<file path="config.mk">
export PLATFORM = sky130hd
export DESIGN_NAME = ifetch_unit
export DESIGN_NICKNAME = d
export VERILOG_FILES = /design/src/rtl/rv_fetch_pkg.sv /design/src/rtl/fetch_skid_buf.sv /design/src/rtl/ifetch_unit.sv
export SDC_FILE = /design/constraint.sdc
export NUM_CORES = 1
export LEC_CHECK = 0
export ABC_AREA = 1
export CORE_MARGIN = 5
export CORE_UTILIZATION = 35
export CTS_CLUSTER_DIAMETER = 120
export DETAILED_ROUTE_END_ITERATION = 10
export MAX_ROUTING_LAYER = met4
export SYNTH_ARGS = -nofsm -noshare
export SYNTH_HDL_FRONTEND = slang
export SYNTH_SLANG_ARGS = --single-unit
</file>
<file path="constraint.sdc">
create_clock -name i_clk -period 2.5 [get_ports i_clk]
set_input_delay 0.625 -clock i_clk [delete_from_list [all_inputs] [get_ports i_clk]]
set_output_delay 0.625 -clock i_clk [all_outputs]
set_load 0.01 [all_outputs]
</file>
<file path="src/rtl/rv_fetch_pkg.sv">
// Shared types and constants for the instruction fetch stage.
package rv_fetch_pkg;

  localparam logic [31:0] INSTR_NOP   = 32'h0000_0013;
  localparam logic [31:0] INSTR_BYTES = 32'd4;

  typedef struct packed {
    logic [31:0] pc;
    logic [31:0] instr;
  } fetch_pkt_t;

  function automatic logic [31:0] word_align(input logic [31:0] addr);
    return {addr[31:2], 2'b00};
  endfunction

endpackage

</file>
<file path="src/rtl/fetch_skid_buf.sv">
// One-entry skid buffer: parks a fetched packet while decode is stalled,
// because the SRAM output is only valid for one cycle after the read.
module fetch_skid_buf
  import rv_fetch_pkg::*;
(
  input  logic       i_clk,
  input  logic       i_rst_n,
  input  logic       i_valid,
  input  fetch_pkt_t i_pkt,
  input  logic       i_ready,
  input  logic       i_flush,
  output logic       o_valid,
  output fetch_pkt_t o_pkt
);

  logic       hold_valid_q, hold_valid_d;
  fetch_pkt_t hold_pkt_q, hold_pkt_d;

  // Flush beats drain, drain beats capture; capture only into an empty slot.
  always_comb begin
    hold_valid_d = hold_valid_q;
    hold_pkt_d   = hold_pkt_q;
    if (i_flush) begin
      hold_valid_d = 1'b0;
    end else if (hold_valid_q) begin
      hold_valid_d = ~i_ready;
    end else if (i_valid && !i_ready) begin
      hold_valid_d = 1'b1;
      hold_pkt_d   = i_pkt;
    end else begin
      hold_valid_d = 1'b0;
    end
  end

  always_ff @(posedge i_clk or negedge i_rst_n) begin
    if (!i_rst_n) begin
      hold_valid_q <= 1'b0;
      hold_pkt_q   <= '0;
    end else begin
      hold_valid_q <= hold_valid_d;
      hold_pkt_q   <= hold_pkt_d;
    end
  end

  assign o_valid = hold_valid_q;
  assign o_pkt   = hold_pkt_q;

endmodule

</file>
<file path="src/rtl/ifetch_unit.sv">
// Fetch stage: owns the PC, issues word reads to a 1-cycle synchronous imem
// and delivers {pc, instr} to decode, with redirect and back-pressure handling.
module ifetch_unit
  import rv_fetch_pkg::*;
#(
  parameter logic [31:0] RESET_PC       = 32'h0000_0000,
  parameter int          MEM_ADDR_WIDTH = 12
) (
  input  logic        i_clk,
  input  logic        i_rst_n,
  output logic [31:0] o_imem_addr,
  output logic        o_imem_read,
  output logic        o_imem_write,
  output logic [3:0]  o_imem_size,
  input  logic [31:0] i_imem_rd_data,
  input  logic        i_redirect,
  input  logic [31:0] i_redirect_pc,
  output logic        o_valid,
  output logic [31:0] o_pc,
  output logic [31:0] o_instr,
  input  logic        i_ready
);

  logic [31:0] pc_q, pc_d;
  logic [31:0] rsp_pc_q, rsp_pc_d;
  logic        rsp_valid_q, rsp_valid_d;
  logic        issue_s;
  logic [31:0] issue_addr_s;
  logic        hold_valid_s;
  fetch_pkt_t  hold_pkt_s;
  fetch_pkt_t  rsp_pkt_s;
  logic        out_valid_s;
  logic        unused_s;

  // Address bits above MEM_ADDR_WIDTH alias inside imem; fetch never range-checks.
  assign unused_s = (^i_redirect_pc[1:0]) ^ (MEM_ADDR_WIDTH == 0);

  assign issue_s      = i_redirect | i_ready | ~(hold_valid_s | rsp_valid_q);
  assign issue_addr_s = i_redirect ? word_align(i_redirect_pc) : pc_q;

  always_comb begin
    pc_d        = pc_q;
    rsp_pc_d    = rsp_pc_q;
    rsp_valid_d = 1'b0;
    if (issue_s) begin
      pc_d        = issue_addr_s + INSTR_BYTES;
      rsp_pc_d    = issue_addr_s;
      rsp_valid_d = 1'b1;
    end else begin
      rsp_valid_d = 1'b0;
    end
  end

  always_ff @(posedge i_clk or negedge i_rst_n) begin
    if (!i_rst_n) begin
      pc_q        <= RESET_PC;
      rsp_pc_q    <= 32'h0000_0000;
      rsp_valid_q <= 1'b0;
    end else begin
      pc_q        <= pc_d;
      rsp_pc_q    <= rsp_pc_d;
      rsp_valid_q <= rsp_valid_d;
    end
  end

  assign rsp_pkt_s = '{pc: rsp_pc_q, instr: i_imem_rd_data};

  fetch_skid_buf u_skid (
    .i_clk   (i_clk),
    .i_rst_n (i_rst_n),
    .i_valid (rsp_valid_q & ~i_redirect),
    .i_pkt   (rsp_pkt_s),
    .i_ready (i_ready),
    .i_flush (i_redirect),
    .o_valid (hold_valid_s),
    .o_pkt   (hold_pkt_s)
  );

  // A redirect kills whatever is on the output this cycle.
  assign out_valid_s  = (hold_valid_s | rsp_valid_q) & ~i_redirect;
  assign o_valid      = out_valid_s;
  assign o_pc         = hold_valid_s ? hold_pkt_s.pc : rsp_pc_q;
  assign o_instr      = out_valid_s ? (hold_valid_s ? hold_pkt_s.instr : i_imem_rd_data)
                                    : INSTR_NOP;

  assign o_imem_read  = issue_s & i_rst_n;
  assign o_imem_addr  = issue_s ? issue_addr_s : pc_q;
  assign o_imem_write = 1'b0;
  assign o_imem_size  = 4'b1111;

endmodule
</file>
==> results.sh <==
export IMPL_place_congestion=0.856
export IMPL_nFillCells=2014
export IMPL_period_share_pct=98.2
export IMPL_yosys_warnings=0
export IMPL_synth_avg_cell_area_um2=7.22
export IMPL_die_area_um2=23900
export IMPL_first_pass_iters=4
export IMPL_antenna_cells=0
export IMPL_drive_gt1_share_pct=15.7
export IMPL_worst_slew_margin_rel_pct=51.1
export IMPL_dpl_hpwl_um=14200
export IMPL_avgRoutedWirePerCell_um=13.5
export IMPL_period_needed_ns=2.45
export IMPL_final_common_cell="nand2_1"
export IMPL_ant_nets=0
export IMPL_fin_util_pct=49.5
export IMPL_irDropWorstVdd_mv=0.484
export IMPL_finClkSkew_ns=0.0116
export IMPL_fin_total_pwr_mw=6.67
export IMPL_fmax_ghz=0.407
export IMPL_clock_latency_ns=0.42
export IMPL_initialDrtViolationCount=361
export IMPL_ios=171
export IMPL_path_clk_slew_ns=0.06
export IMPL_cts_htree_levels=4
export IMPL_nNetsFinal=1259
export IMPL_ctsRootBufferMaster="clkbuf_16"
export IMPL_setup_tns_ns=0
export IMPL_synth_seq_area_share_pct=43.9
export IMPL_cp_max_fo=3
export IMPL_drt_total_wl_um=20000
export IMPL_drc=0
export IMPL_cts_hold_buf=0
export IMPL_grt_pass1_wl_um=32600
export IMPL_ys_ff_latch=128
export IMPL_status="finished, final reports clean"
export IMPL_drt_vias_per_instance=4.57
export IMPL_dp_slack_ns=-0.277
export IMPL_power_density_nw_per_um2=662
export IMPL_min_path_type="in -> async"
export IMPL_grt_overflow_total=0
export IMPL_power_leakage_nw=5.08
export IMPL_hold_violations=0
export IMPL_ys_types=33
export IMPL_syn2layout_area_growth_pct=38.0
export IMPL_io_buffers=163
export IMPL_rows=52
export IMPL_critical_path_class="in -> out"
export IMPL_grt_max_degree=129
export IMPL_r2r_slack_ns=0.59
export IMPL_reg2reg_depth=8
export IMPL_cap_violations=0
export IMPL_numCtsBuffers=17
export IMPL_die_height_um=154
export IMPL_syn_area_um2=7300
export IMPL_cts_tree="done"
export IMPL_final_cell_mix="nand2_1, o21ai_0, dfrtp_1"
export IMPL_via_count=6730
export IMPL_maxSlewViolCount=0
export IMPL_initial_utilization_pct=35.9
export IMPL_antenna_found_initial=0
export IMPL_cts_path_max_buffers=2
export IMPL_setup_viol=0
export IMPL_synthCells=1012
export IMPL_grt_usage_pct=17.2
export IMPL_coreArea_um2=20400
export IMPL_cts_sinks=128
export IMPL_grt_pass1_vias=6295
export IMPL_critPathLaunchType="primary input"
export IMPL_worst_pin_slew_ns=0.733
export IMPL_arrival_ns=1.83
export IMPL_fp_dieW_um=154
export IMPL_cp_end_kind="output port"
export IMPL_worstPathRequired_ns=1.88
export IMPL_finalWorstSetupSlack_ns=0.0451
[routing by layer]
layer | vias to the layer above | global-route usage, % | routed length (um)
met5 | - | - | 0
met4 | 0 | 5.00 | 282
met3 | 24 | 3.32 | 991
met2 | 187 | 25.7 | 8860
met1 | 3051 | 24.0 | 9820
li1 | 3468 | - | -
[sequential cells by signal, indices dropped and copies added (netlist names)]
name	cells
pc_q	32
rsp_pc_q	30
rsp_valid_q	1
u_skid.o_pkt	64
u_skid.o_valid	1
[final timing paths]
kind | to | startpoint
max | o_imem_addr[3] | i_redirect_pc[3]
min | pc_q[22]$_DFFE_PN0N_ | i_rst_n
max reg2reg | rsp_pc_q[26]$_DFFE_PN0N_ | u_skid.o_valid$_DFF_PN0_
min reg2reg | u_skid.o_pkt[11]$_DFFE_PN0P_ | u_skid.o_pkt[11]$_DFFE_PN0P_
max in group asynchronous | u_skid.o_valid$_DFF_PN0_ | i_rst_n
min in group i_clk | u_skid.o_pkt[11]$_DFFE_PN0P_ | u_skid.o_pkt[11]$_DFFE_PN0P_
[through the flow]
stage,instance area (um^2),hold WS [ns],instances
after floorplan,7320,0.329,1015
after global placement,9420,0.461,1435
after detailed placement,9420,0.474,1435
after CTS,9970,0.341,1469
after global routing,10100,0.315,1473
final,10100,0.256,1473
[critical path, stage by stage]
cell and delay [ns]:
clkdlybuf4s50_1 0.50, nand2_2 0.06, nand2_2 0.10, clkdlybuf4s50_1 0.54
[cell families after synthesis]
kind of cell	Yosys count	share of synthesized area, %
buffers and inverters	212	13.7
flip-flops	128	43.9
AND/OR/NAND/NOR	483	28.9
adder cells (fa/ha/maj)	1	0.171
other	2	0.103
AO/OA/AOI/OAI	186	13.3
[timing repair]
item	CTS	global route
setup buffers	2	2
cloned	0	2
hold endpoints to repair	0	0
gates resized for setup	89	11
setup endpoints to repair	68	45
pin swaps	0	1
[cells in the mapped netlist]
master / number / area [um^2]
conb_1: 2 / 7.51
or2_2: 1 / 6.26
buf_2: 19 / 95.1
dfrtp_1: 128 / 3200
o21ai_0: 141 / 706
nand2_1: 312 / 1170
buf_1: 3 / 11.3
buf_12: 1 / 20.0
a22oi_1: 1 / 7.51
a21oi_1: 28 / 140
nor2_8: 1 / 20.0
o211ai_1: 8 / 60.1
inv_2: 1 / 3.75
nand2_2: 35 / 219
inv_1: 123 / 462
buf_4: 39 / 293
buf_6: 2 / 22.5
nor2_1: 58 / 218
nand4_1: 1 / 6.26
o21ai_2: 1 / 8.76
nor2_4: 7 / 78.8
nand3_1: 44 / 220
ha_1: 1 / 12.5
o31ai_1: 1 / 7.51
o21ai_1: 1 / 5.00
o21a_1: 2 / 15.0
nor2_2: 14 / 87.6
and2_1: 3 / 18.8
o21bai_1: 3 / 22.5
nor3_1: 2 / 10.0
nand2_4: 5 / 56.3
clkinv_1: 1 / 3.75
clkbuf_1: 23 / 86.3
[cell type report]
type / instances / area [um^2] / share of cell area, %
sequential: 128 / 3210 / 31.8
multi-input combinational: 675 / 3160 / 31.3
timing repair buffer: 243 / 2300 / 22.8
inverter: 125 / 469 / 4.65
clock buffer: 17 / 425 / 4.22
tap: 270 / 338 / 3.35
clock inverter: 15 / 185 / 1.84
[power breakdown]
group          leakage [nW]  switching [mW]  total [mW]  internal [mW]
clock network         0.294           0.986        2.57           1.58
registers              1.58           0.152        2.55           2.40
logic                  3.21           0.849        1.55          0.700
Note: power is estimated with default switching activity, not from simulation.
